### config.mk
export PLATFORM = sky130hd
export DESIGN_NAME = rv32v_mul_issue_ctrl
export DESIGN_NICKNAME = d
export VERILOG_FILES = /design/src/rtl/rv32v_mul_issue_ctrl.sv
export SDC_FILE = /design/constraint.sdc
export NUM_CORES = 1
export LEC_CHECK = 0
export BUFFER_PORTS_ARGS = -buffer_cell sky130_fd_sc_hd__buf_2
export CAP_MARGIN = 10
export CORE_AREA = 2 2 130 132
export DETAILED_ROUTE_END_ITERATION = 8
export DIE_AREA = 0 0 132 134
export MAX_ROUTING_LAYER = met4
export PLACE_DENSITY = 0.75
export SYNTH_ARGS = -nofsm -noshare
export SYNTH_HDL_FRONTEND = slang
export SYNTH_SLANG_ARGS = --single-unit
### constraint.sdc
create_clock -name CLK -period 2.69 [get_ports CLK]
set_clock_uncertainty 0.15 [all_clocks]
set_input_delay 0 -clock CLK [delete_from_list [all_inputs] [get_ports CLK]]
set_output_delay 0 -clock CLK [all_outputs]
set_load 0.02 [all_outputs]
### src/rtl/rv32v_mul_issue_ctrl.sv
// Issue controller for the vector multiply unit: walks the elements of one
// instruction through operand fetch, multiply start/done and writeback.
module rv32v_mul_issue_ctrl #(
    parameter int MAX_VL  = 64,
    parameter int IDX_W   = 8,
    parameter int TIMEOUT = 255
) (
    input  logic             CLK,
    input  logic             RST,
    input  logic             issue_valid,
    output logic             issue_ready,
    input  logic [IDX_W-1:0] issue_vl,
    input  logic [1:0]       issue_sew,
    input  logic [1:0]       issue_signed,
    input  logic             issue_sign_type,
    input  logic [1:0]       issue_mtype,
    input  logic             issue_high,
    input  logic             issue_widen,
    input  logic             issue_posneg,
    input  logic [4:0]       issue_vd,
    input  logic             kill,
    output logic             op_req,
    output logic [IDX_W-1:0] op_idx,
    input  logic [31:0]      op_vs1,
    input  logic [31:0]      op_vs2,
    input  logic [31:0]      op_vs3,
    output logic             mu_start,
    output logic [31:0]      mu_vs1,
    output logic [31:0]      mu_vs2,
    output logic [31:0]      mu_vs3,
    output logic [1:0]       mu_sew,
    output logic [1:0]       mu_is_signed_mul,
    output logic             mu_is_signed,
    output logic [1:0]       mu_multiply_type,
    output logic             mu_high_low,
    output logic             mu_widen,
    output logic             mu_pos_neg,
    output logic             mu_decode_done,
    input  logic             mu_busy,
    input  logic             mu_done,
    input  logic [31:0]      mu_wdata,
    input  logic             mu_exception,
    output logic             wb_valid,
    input  logic             wb_ready,
    output logic [4:0]       wb_vd,
    output logic [IDX_W-1:0] wb_idx,
    output logic [31:0]      wb_data,
    output logic             cmpl_valid,
    output logic             cmpl_exception,
    output logic [IDX_W-1:0] cmpl_count
);

    localparam int TMO_W = (TIMEOUT < 2) ? 1 : $clog2(TIMEOUT + 1);

    typedef enum logic [2:0] {
        S_IDLE  = 3'd0,
        S_FETCH = 3'd1,
        S_START = 3'd2,
        S_WAIT  = 3'd3,
        S_WB    = 3'd4,
        S_DONE  = 3'd5
    } state_t;

    state_t            r_state;
    state_t            w_step;
    state_t            w_next;
    logic [IDX_W-1:0]  r_elem;
    logic [IDX_W-1:0]  r_vl;
    logic [TMO_W-1:0]  r_tmo;
    logic              r_exc;
    logic [IDX_W-1:0]  w_vl_eff;
    logic              w_last;
    logic              w_tmo_hit;

    logic              r_issue_ready;
    logic              r_op_req;
    logic              r_mu_start;
    logic              r_wb_valid;
    logic              r_decode_done;
    logic              r_cmpl_valid;
    logic              r_cmpl_exc;
    logic [IDX_W-1:0]  r_cmpl_count;
    logic [31:0]       r_mu_vs1;
    logic [31:0]       r_mu_vs2;
    logic [31:0]       r_mu_vs3;
    logic [1:0]        r_sew;
    logic [1:0]        r_signed;
    logic              r_sign_type;
    logic [1:0]        r_mtype;
    logic              r_high;
    logic              r_widen;
    logic              r_posneg;
    logic [4:0]        r_vd;
    logic [31:0]       r_wb_data;

    assign w_vl_eff  = (issue_vl > IDX_W'(MAX_VL)) ? IDX_W'(MAX_VL) : issue_vl;
    assign w_last    = ((r_elem + IDX_W'(1)) == r_vl);
    assign w_tmo_hit = (r_tmo == TMO_W'(TIMEOUT));
    // kill overrides every transition except from IDLE, where it only blocks acceptance
    assign w_next    = (kill && (r_state != S_IDLE)) ? S_IDLE : w_step;

    // Next-state selection before kill is applied
    always_comb begin
        w_step = r_state;
        case (r_state)
            S_IDLE: begin
                if (issue_valid && !kill) begin
                    w_step = (w_vl_eff == {IDX_W{1'b0}}) ? S_DONE : S_FETCH;
                end else begin
                    w_step = S_IDLE;
                end
            end
            S_FETCH: begin
                if (!mu_busy) begin
                    w_step = S_START;
                end else begin
                    w_step = S_FETCH;
                end
            end
            S_START: w_step = S_WAIT;
            S_WAIT: begin
                if (mu_done) begin
                    w_step = mu_exception ? S_DONE : S_WB;
                end else if (w_tmo_hit) begin
                    w_step = S_DONE;
                end else begin
                    w_step = S_WAIT;
                end
            end
            S_WB: begin
                if (wb_ready) begin
                    w_step = w_last ? S_DONE : S_FETCH;
                end else begin
                    w_step = S_WB;
                end
            end
            S_DONE:  w_step = S_IDLE;
            default: w_step = S_IDLE;
        endcase
    end

    // State, datapath and registered outputs
    always_ff @(posedge CLK) begin
        if (RST) begin
            r_state       <= S_IDLE;
            r_elem        <= {IDX_W{1'b0}};
            r_vl          <= {IDX_W{1'b0}};
            r_tmo         <= {TMO_W{1'b0}};
            r_exc         <= 1'b0;
            r_issue_ready <= 1'b1;
            r_op_req      <= 1'b0;
            r_mu_start    <= 1'b0;
            r_wb_valid    <= 1'b0;
            r_decode_done <= 1'b0;
            r_cmpl_valid  <= 1'b0;
            r_cmpl_exc    <= 1'b0;
            r_cmpl_count  <= {IDX_W{1'b0}};
            r_mu_vs1      <= 32'd0;
            r_mu_vs2      <= 32'd0;
            r_mu_vs3      <= 32'd0;
            r_sew         <= 2'd0;
            r_signed      <= 2'd0;
            r_sign_type   <= 1'b0;
            r_mtype       <= 2'd0;
            r_high        <= 1'b0;
            r_widen       <= 1'b0;
            r_posneg      <= 1'b0;
            r_vd          <= 5'd0;
            r_wb_data     <= 32'd0;
        end else begin
            r_state       <= w_next;
            r_issue_ready <= (w_next == S_IDLE);
            r_op_req      <= (w_next == S_FETCH);
            r_mu_start    <= (w_next == S_START);
            r_wb_valid    <= (w_next == S_WB);
            r_decode_done <= (w_next == S_FETCH) || (w_next == S_START) ||
                             (w_next == S_WAIT)  || (w_next == S_WB);
            // completion is reported as a registered pulse leaving DONE
            r_cmpl_valid  <= (r_state == S_DONE) && !kill;
            if (r_state == S_DONE) begin
                r_cmpl_count <= r_elem;
                r_cmpl_exc   <= r_exc;
            end else begin
                r_cmpl_count <= {IDX_W{1'b0}};
                r_cmpl_exc   <= 1'b0;
            end
            case (r_state)
                S_IDLE: begin
                    if (issue_valid && !kill) begin
                        r_vl        <= w_vl_eff;
                        r_elem      <= {IDX_W{1'b0}};
                        r_exc       <= 1'b0;
                        r_tmo       <= {TMO_W{1'b0}};
                        r_sew       <= issue_sew;
                        r_signed    <= issue_signed;
                        r_sign_type <= issue_sign_type;
                        r_mtype     <= issue_mtype;
                        r_high      <= issue_high;
                        r_widen     <= issue_widen;
                        r_posneg    <= issue_posneg;
                        r_vd        <= issue_vd;
                    end
                end
                S_FETCH: begin
                    if (!mu_busy && !kill) begin
                        r_mu_vs1 <= op_vs1;
                        r_mu_vs2 <= op_vs2;
                        r_mu_vs3 <= op_vs3;
                    end
                end
                S_START: r_tmo <= {TMO_W{1'b0}};
                S_WAIT: begin
                    if (!kill) begin
                        if (mu_done) begin
                            r_wb_data <= mu_wdata;
                            r_exc     <= mu_exception;
                        end else if (w_tmo_hit) begin
                            r_exc <= 1'b1;
                        end else begin
                            r_tmo <= r_tmo + TMO_W'(1);
                        end
                    end
                end
                S_WB: begin
                    if (wb_ready && !kill) begin
                        r_elem <= r_elem + IDX_W'(1);
                    end
                end
                S_DONE:  r_exc <= 1'b0;
                default: r_exc <= 1'b0;
            endcase
        end
    end

    assign issue_ready      = r_issue_ready;
    assign op_req           = r_op_req;
    assign op_idx           = r_elem;
    assign mu_start         = r_mu_start;
    assign mu_vs1           = r_mu_vs1;
    assign mu_vs2           = r_mu_vs2;
    assign mu_vs3           = r_mu_vs3;
    assign mu_sew           = r_sew;
    assign mu_is_signed_mul = r_signed;
    assign mu_is_signed     = r_sign_type;
    assign mu_multiply_type = r_mtype;
    assign mu_high_low      = r_high;
    assign mu_widen         = r_widen;
    assign mu_pos_neg       = r_posneg;
    assign mu_decode_done   = r_decode_done;
    assign wb_valid         = r_wb_valid;
    assign wb_vd            = r_vd;
    assign wb_idx           = r_elem;
    assign wb_data          = r_wb_data;
    assign cmpl_valid       = r_cmpl_valid;
    assign cmpl_exception   = r_cmpl_exc;
    assign cmpl_count       = r_cmpl_count;

endmodule
# ---- Word-level counts from Yosys, hierarchy flattened
# Cells that the tools add are included.
# W data, S select, Z words.
dict set report op_classes {
  addsub 2
  mul 0
  div 0
  magnitude_cmp 1
  eq_ne 17
  shift 0
  n_mux 23
  bitwise_logic 3
  n_reduce_logical 24
}
# operator count
set op_table {}
lappend op_table {{$mux W8} 6}
lappend op_table {{$pmux W8 S3} 1}
lappend op_table {{$mux W3} 7}
lappend op_table {{$add A8 B1 Y8 const B} 2}
lappend op_table {{$pmux W8 S2} 1}
lappend op_table {{$pmux W3 S5} 1}
lappend op_table {{$eq A3 B2 Y1 const B} 4}
lappend op_table {{$ne A2 B2 Y1 const B} 5}
lappend op_table {{$eq A3 B3 Y1 const B} 3}
lappend op_table {{$eq A8 B8 Y1} 1}
lappend op_table {{$eq A8 B8 Y1 const B} 1}
lappend op_table {{$gt A8 B7 Y1 const B} 1}
lappend op_table {{$logic_not A8 Y1} 1}
lappend op_table {{$eq A3 B1 Y1 const B} 2}
lappend op_table {{$logic_not A3 Y1} 2}
lappend op_table {{$reduce_and A3 Y1} 2}
lappend op_table {{$reduce_bool A3 Y1} 2}
lappend op_table {{$logic_and A1 B1 Y1} 5}
lappend op_table {{$mux W1} 5}
lappend op_table {{$reduce_and A5 Y1} 1}
lappend op_table {{$reduce_and A2 Y1} 2}
lappend op_table {{$reduce_and A4 Y1} 1}
lappend op_table {{$logic_or A1 B1 Y1} 3}
lappend op_table {{$ne A3 B3 Y1 const B} 1}
lappend op_table {{other kinds (7)} 10}
dict set report totals {
  ff_bits 186
  latchBits 0
  ramBits 0
  mem_bits_ro 0
  output_inout_bits 174
  word_cells 95
  n_memories 0
}

# ---- Depth between registers and ports, before layout
dict set report logic_depth {
  ltp_word 11
  ltp_mapped 8
}

# ---- Worst setup path after synthesis
# OpenSTA, ideal clock, no wires.
dict set report synth_timing {
  kind {register -> register}
  from {register r_elem[0], in the netlist op_idx[0]}
  to {register r_op_req, in the netlist op_req}
  arrival_time_ns 1.861
  setup_slack_ns 0.563
  path_stages_with_launch 8
  cell_sequence {dfxtp_1 ha_1 nand3_1 nor2_1 xnor2_1 nand4_1 o31a_1 and3_1}
}
dict set report synth_via {
  elab_chain_len 7
}
# element line
set synth_rtl {}
lappend synth_rtl {{from (decl)} 67} ;# logic [IDX_W-1:0] r_elem;
lappend synth_rtl {{from (signal assigned)} 146} ;# r_elem <= {IDX_W{1'b0}};
lappend synth_rtl {{from (signal assigned)} 191} ;# r_elem <= {IDX_W{1'b0}};
lappend synth_rtl {{from (signal assigned)} 226} ;# r_elem <= r_elem + IDX_W'(1);
lappend synth_rtl {{$add A8 B1 Y8} 97} ;# assign w_last = ((r_elem + IDX_W'(1)) == r_vl);
lappend synth_rtl {{$eq A8 B8 Y1} 97}
lappend synth_rtl {{$mux W3} 132} ;# w_step = w_last ? S_DONE : S_FETCH;
lappend synth_rtl {{$mux W3} 131} ;# if (wb_ready) begin
lappend synth_rtl {{$pmux W3 S5} 105} ;# case (r_state)
lappend synth_rtl {{$mux W3} 100} ;# assign w_next = (kill && (r_state != S_IDLE)) ? S_IDLE : w_step;
lappend synth_rtl {{$eq A3 B1 Y1} 173} ;# r_op_req <= (w_next == S_FETCH);
lappend synth_rtl {{to (signal assigned)} 173}
lappend synth_rtl {{to (decl)} 76} ;# logic r_op_req;
# Every way passes these cells.
# A chain may end at the register's enable or synchronous reset.

# ---- Worst setup path after layout
dict set report layout_timing {
  from {register r_state[2]}
  to {register r_vl[3]}
}
dict set report layout_via {
  elab_chain_len 2
}
# element line
set layout_rtl {}
lappend layout_rtl {{from (decl)} 64} ;# state_t r_state;
lappend layout_rtl {{from (signal assigned)} 171} ;# r_state <= w_next;
lappend layout_rtl {{$logic_not A3 Y1} 187} ;# case (r_state)
lappend layout_rtl {{$reduce_and A2 Y1 (no line)} --}
lappend layout_rtl {{to (signal assigned)} 147} ;# r_vl <= {IDX_W{1'b0}};
lappend layout_rtl {{to (signal assigned)} 190} ;# r_vl <= w_vl_eff;
lappend layout_rtl {{to (decl)} 68} ;# logic [IDX_W-1:0] r_vl;
# Every way passes these cells.

==> reports/results.ini <==
[placed_design]
gp_congestion = 0.917
hpwlAfterDp_mm = 13.9
port_buffers = 332
placed_cell_area_um2 = 8720

[power]
power_leakage_nw = 4.79
ir_drop_mv = 0.396
powerDensity_nw_per_um2 = 547

[timing]
timing.fmax_ghz = 0.395
drv_slew = 0
period_needed_ns = 2.53
setup_tns_ns = 0
slew_headroom = 0.496
hold_viol_final = 0
worstMarginPinSlew_ns = 0.755
final-setup-viol-count = 0
period_share = 0.941
rsz0062_at_grt = no
whs_ns = 0.0408

[critical_path]
setup.worst_path.start = r_state[2]$_SDFF_PP0_
cp_slowest_cell = dlygate4sd3_1
reg2reg_to = r_vl[3]$_SDFFE_PP0P_
path_depth = 6
cp_top_family = buffers and inverters
crit_path_end = r_vl[3]$_SDFFE_PP0P_
start_kind = register
criticalPathCategory = register to register
r2r_start = r_state[2]$_SDFF_PP0_
worst-path-max-fanout = 21
path_cells = nor2_1, and3_1, buf_4, nand3_1, dlygate4sd3_1, a21oi_1
arrival_ns = 2.74
path_buf_inv = 2
reg2reg_depth = 6
ff2ff_setup_slack_ns = 0.16
slowest_delay_ns = 0.59
endpoint_kind = register
required_ns = 2.90

[clocking]
insertion_delay_ns = 0.43
cts_htree_levels = 4
cts_buffer_depth = 2
path_clk_slew_ns = 0.07
cts_tree = done
cts_setup_buffers = 0
cts_sinks = 186
root_buffer = clkbuf_16
cts_buffers = 17

[cells_and_area]
postLayoutCellArea_um2 = 11000
drive_gt1_frac = 0.287
final_common_cell = buf_2
multi_input_area_um2 = 2900
fillerInstances = 1217
syn2layout_area_growth_pct = 58.2
final_nets = 1493
final_cell_mix = buf_2 (331), nand2_1 (303), dfxtp_1 (184)
diodes = 0
seq_area_um2 = 3730

[floorplanning]
ioPinCount = 333
coreArea_um2 = 16300
dieArea_um2 = 17700
fp.dieH_um = 134
start_util = 0.426
die_w_um = 132
rows = 47

[detailed_routing]
detail_route.wl_per_cell_um = 15.4
wl_mm = 24.1
first_pass_iters = 5
vias = 7843
postRouteAntennaNets = 0
via_per_inst = 5.02
drc = 0
drtIter0Drc = 593

[synth]
ys_ff_latch = 186
ys_types = 47
syn_inst = 870
ys_seq_area_frac = 0.537
async_reset_ff_frac = 0
synth_area_um2 = 6930
synth-edff-count = 0
synth.avg_cell_area_um2 = 7.97
synth_nets = 1031
synth-main-ff-cell = dfxtp_1
yosys_warnings = 0

[min_path]
hp-class = primary input to register

[run]
drv_cap = 0

[status]
status = completed

[global_routing]
grt-ovfl-total = 0
grt_max_degree = 98
grtUsageTotal = 0.274
grt_pass1_wl_mm = 37.9
grt_pass1_vias = 7831
antenna_found_initial = 0

-- per-layer routing --
metal / vias to the layer above / GRT usage / routed length [um]
li1: 3775 / - / -
met1: 3622 / 0.287 / 9090
met2: 340 / 0.468 / 12400
met3: 106 / 0.0733 / 1510
met4: 0 / 0.158 / 1150
met5: - / - / 0
-- layout make-up --
type	count	share of cell area
sequential	186	0.340
timing repair buffer	511	0.316
multi-input combinational	610	0.265
clock buffer	18	0.0400
tap	220	0.0251
clock inverter	12	0.0128
inverter	6	0.00205
-- where the power goes --
part           switching [mW]  internal (mW)
clock                    1.10           1.40
sequential             0.0325           2.81
combinational           0.326          0.335
total                    1.46           4.54
-- worst reg2reg max path: cells and delay by family (launching register included) --
family,cells,cell delay (ns)
simple gates,3,0.91
buf+inv,2,0.91
flops,1,0.38
compound gates,1,0.13
-- metrics by stage --
stage | utilization | worst slack, ns | total power [mW] | cells
after detailed placement | 0.535 | 0.477 | 3.35 | 1367
after floorplan | - | 0.563 | 3.13 | 870
after CTS | 0.673 | 0.0227 | 6.02 | 1563
final | 0.673 | 0.160 | 6.00 | 1563
after global placement | 0.535 | 0.533 | 3.35 | 1367
after global routing | 0.673 | 0.0373 | 6.22 | 1563
-- worst min-delay path by stage --
stage,depth (start not counted),slack [ns],to,from
after detailed placement,3,0.1,mu_vs1[23]$_SDFFE_PP0P_,op_vs1[23]
after global placement,3,0.09,mu_vs1[12]$_SDFFE_PP0P_,op_vs1[12]
after CTS,4,0.01,issue_ready$_SDFF_PP1_,mu_done
after floorplan,2,-0.01,wb_data[0]$_SDFFE_PP0P_,mu_wdata[0]
after global routing,4,0.05,issue_ready$_SDFF_PP1_,mu_done
final,4,0.04,issue_ready$_SDFF_PP1_,mu_done
-- kinds of logic after synthesis --
group,synth area share
compound gates,0.147
xor+xnor,0.0202
fa+ha+maj,0.00505
buf+inv,0.0473
flops,0.537
mux,0.00451
simple gates,0.239
-- state kept, by name, summed over array words and instances (netlist names), 2 cells and up --
register and count:
mu_sew 2, op_idx 8, wb_data 32, cmpl_count 8, mu_is_signed_mul 2, mu_multiply_type 2
r_tmo 8, mu_vs2 32, mu_vs3 32, r_state 3, mu_vs1 32, r_vl 8
wb_vd 5
-- synthesized netlist by cell type, types with 2 or more instances --
| cell | count | area, um^2 |
|---|---|---|
| nor4_1 | 5 | 31.3 |
| dfxtp_1 | 186 | 3720 |
| nand4_1 | 8 | 50.1 |
| buf_4 | 9 | 67.6 |
| a21oi_1 | 160 | 801 |
| a21o_1 | 2 | 15.0 |
| clkbuf_1 | 51 | 191 |
| nor2_1 | 25 | 93.8 |
| o21ai_0 | 10 | 50.1 |
| a311oi_1 | 2 | 17.5 |
| mux2i_1 | 2 | 20.0 |
| nor3b_1 | 3 | 22.5 |
| or3_1 | 2 | 12.5 |
| o21bai_1 | 3 | 22.5 |
| xnor2_1 | 8 | 70.1 |
| inv_1 | 6 | 22.5 |
| xor2_1 | 8 | 70.1 |
| nor2b_1 | 3 | 18.8 |
| and2_1 | 12 | 75.1 |
| buf_2 | 7 | 35.0 |
| ha_1 | 2 | 25.0 |
| and3_1 | 6 | 37.5 |
| nand2_1 | 304 | 1140 |
| a221oi_1 | 2 | 17.5 |
| or3b_4 | 2 | 22.5 |
| nor3_1 | 5 | 25.0 |
| a31oi_1 | 2 | 12.5 |
| a211oi_1 | 2 | 15.0 |
| nand3_1 | 15 | 75.1 |
-- repair_timing --
action | in CTS | in global routing
gates resized for setup | 0 | 4
hold endpoints to repair | 164 | 0
hold buffers | 166 | 0
endpoints found under the setup margin | 0 | 1
(Power assumes the default switching activity.)
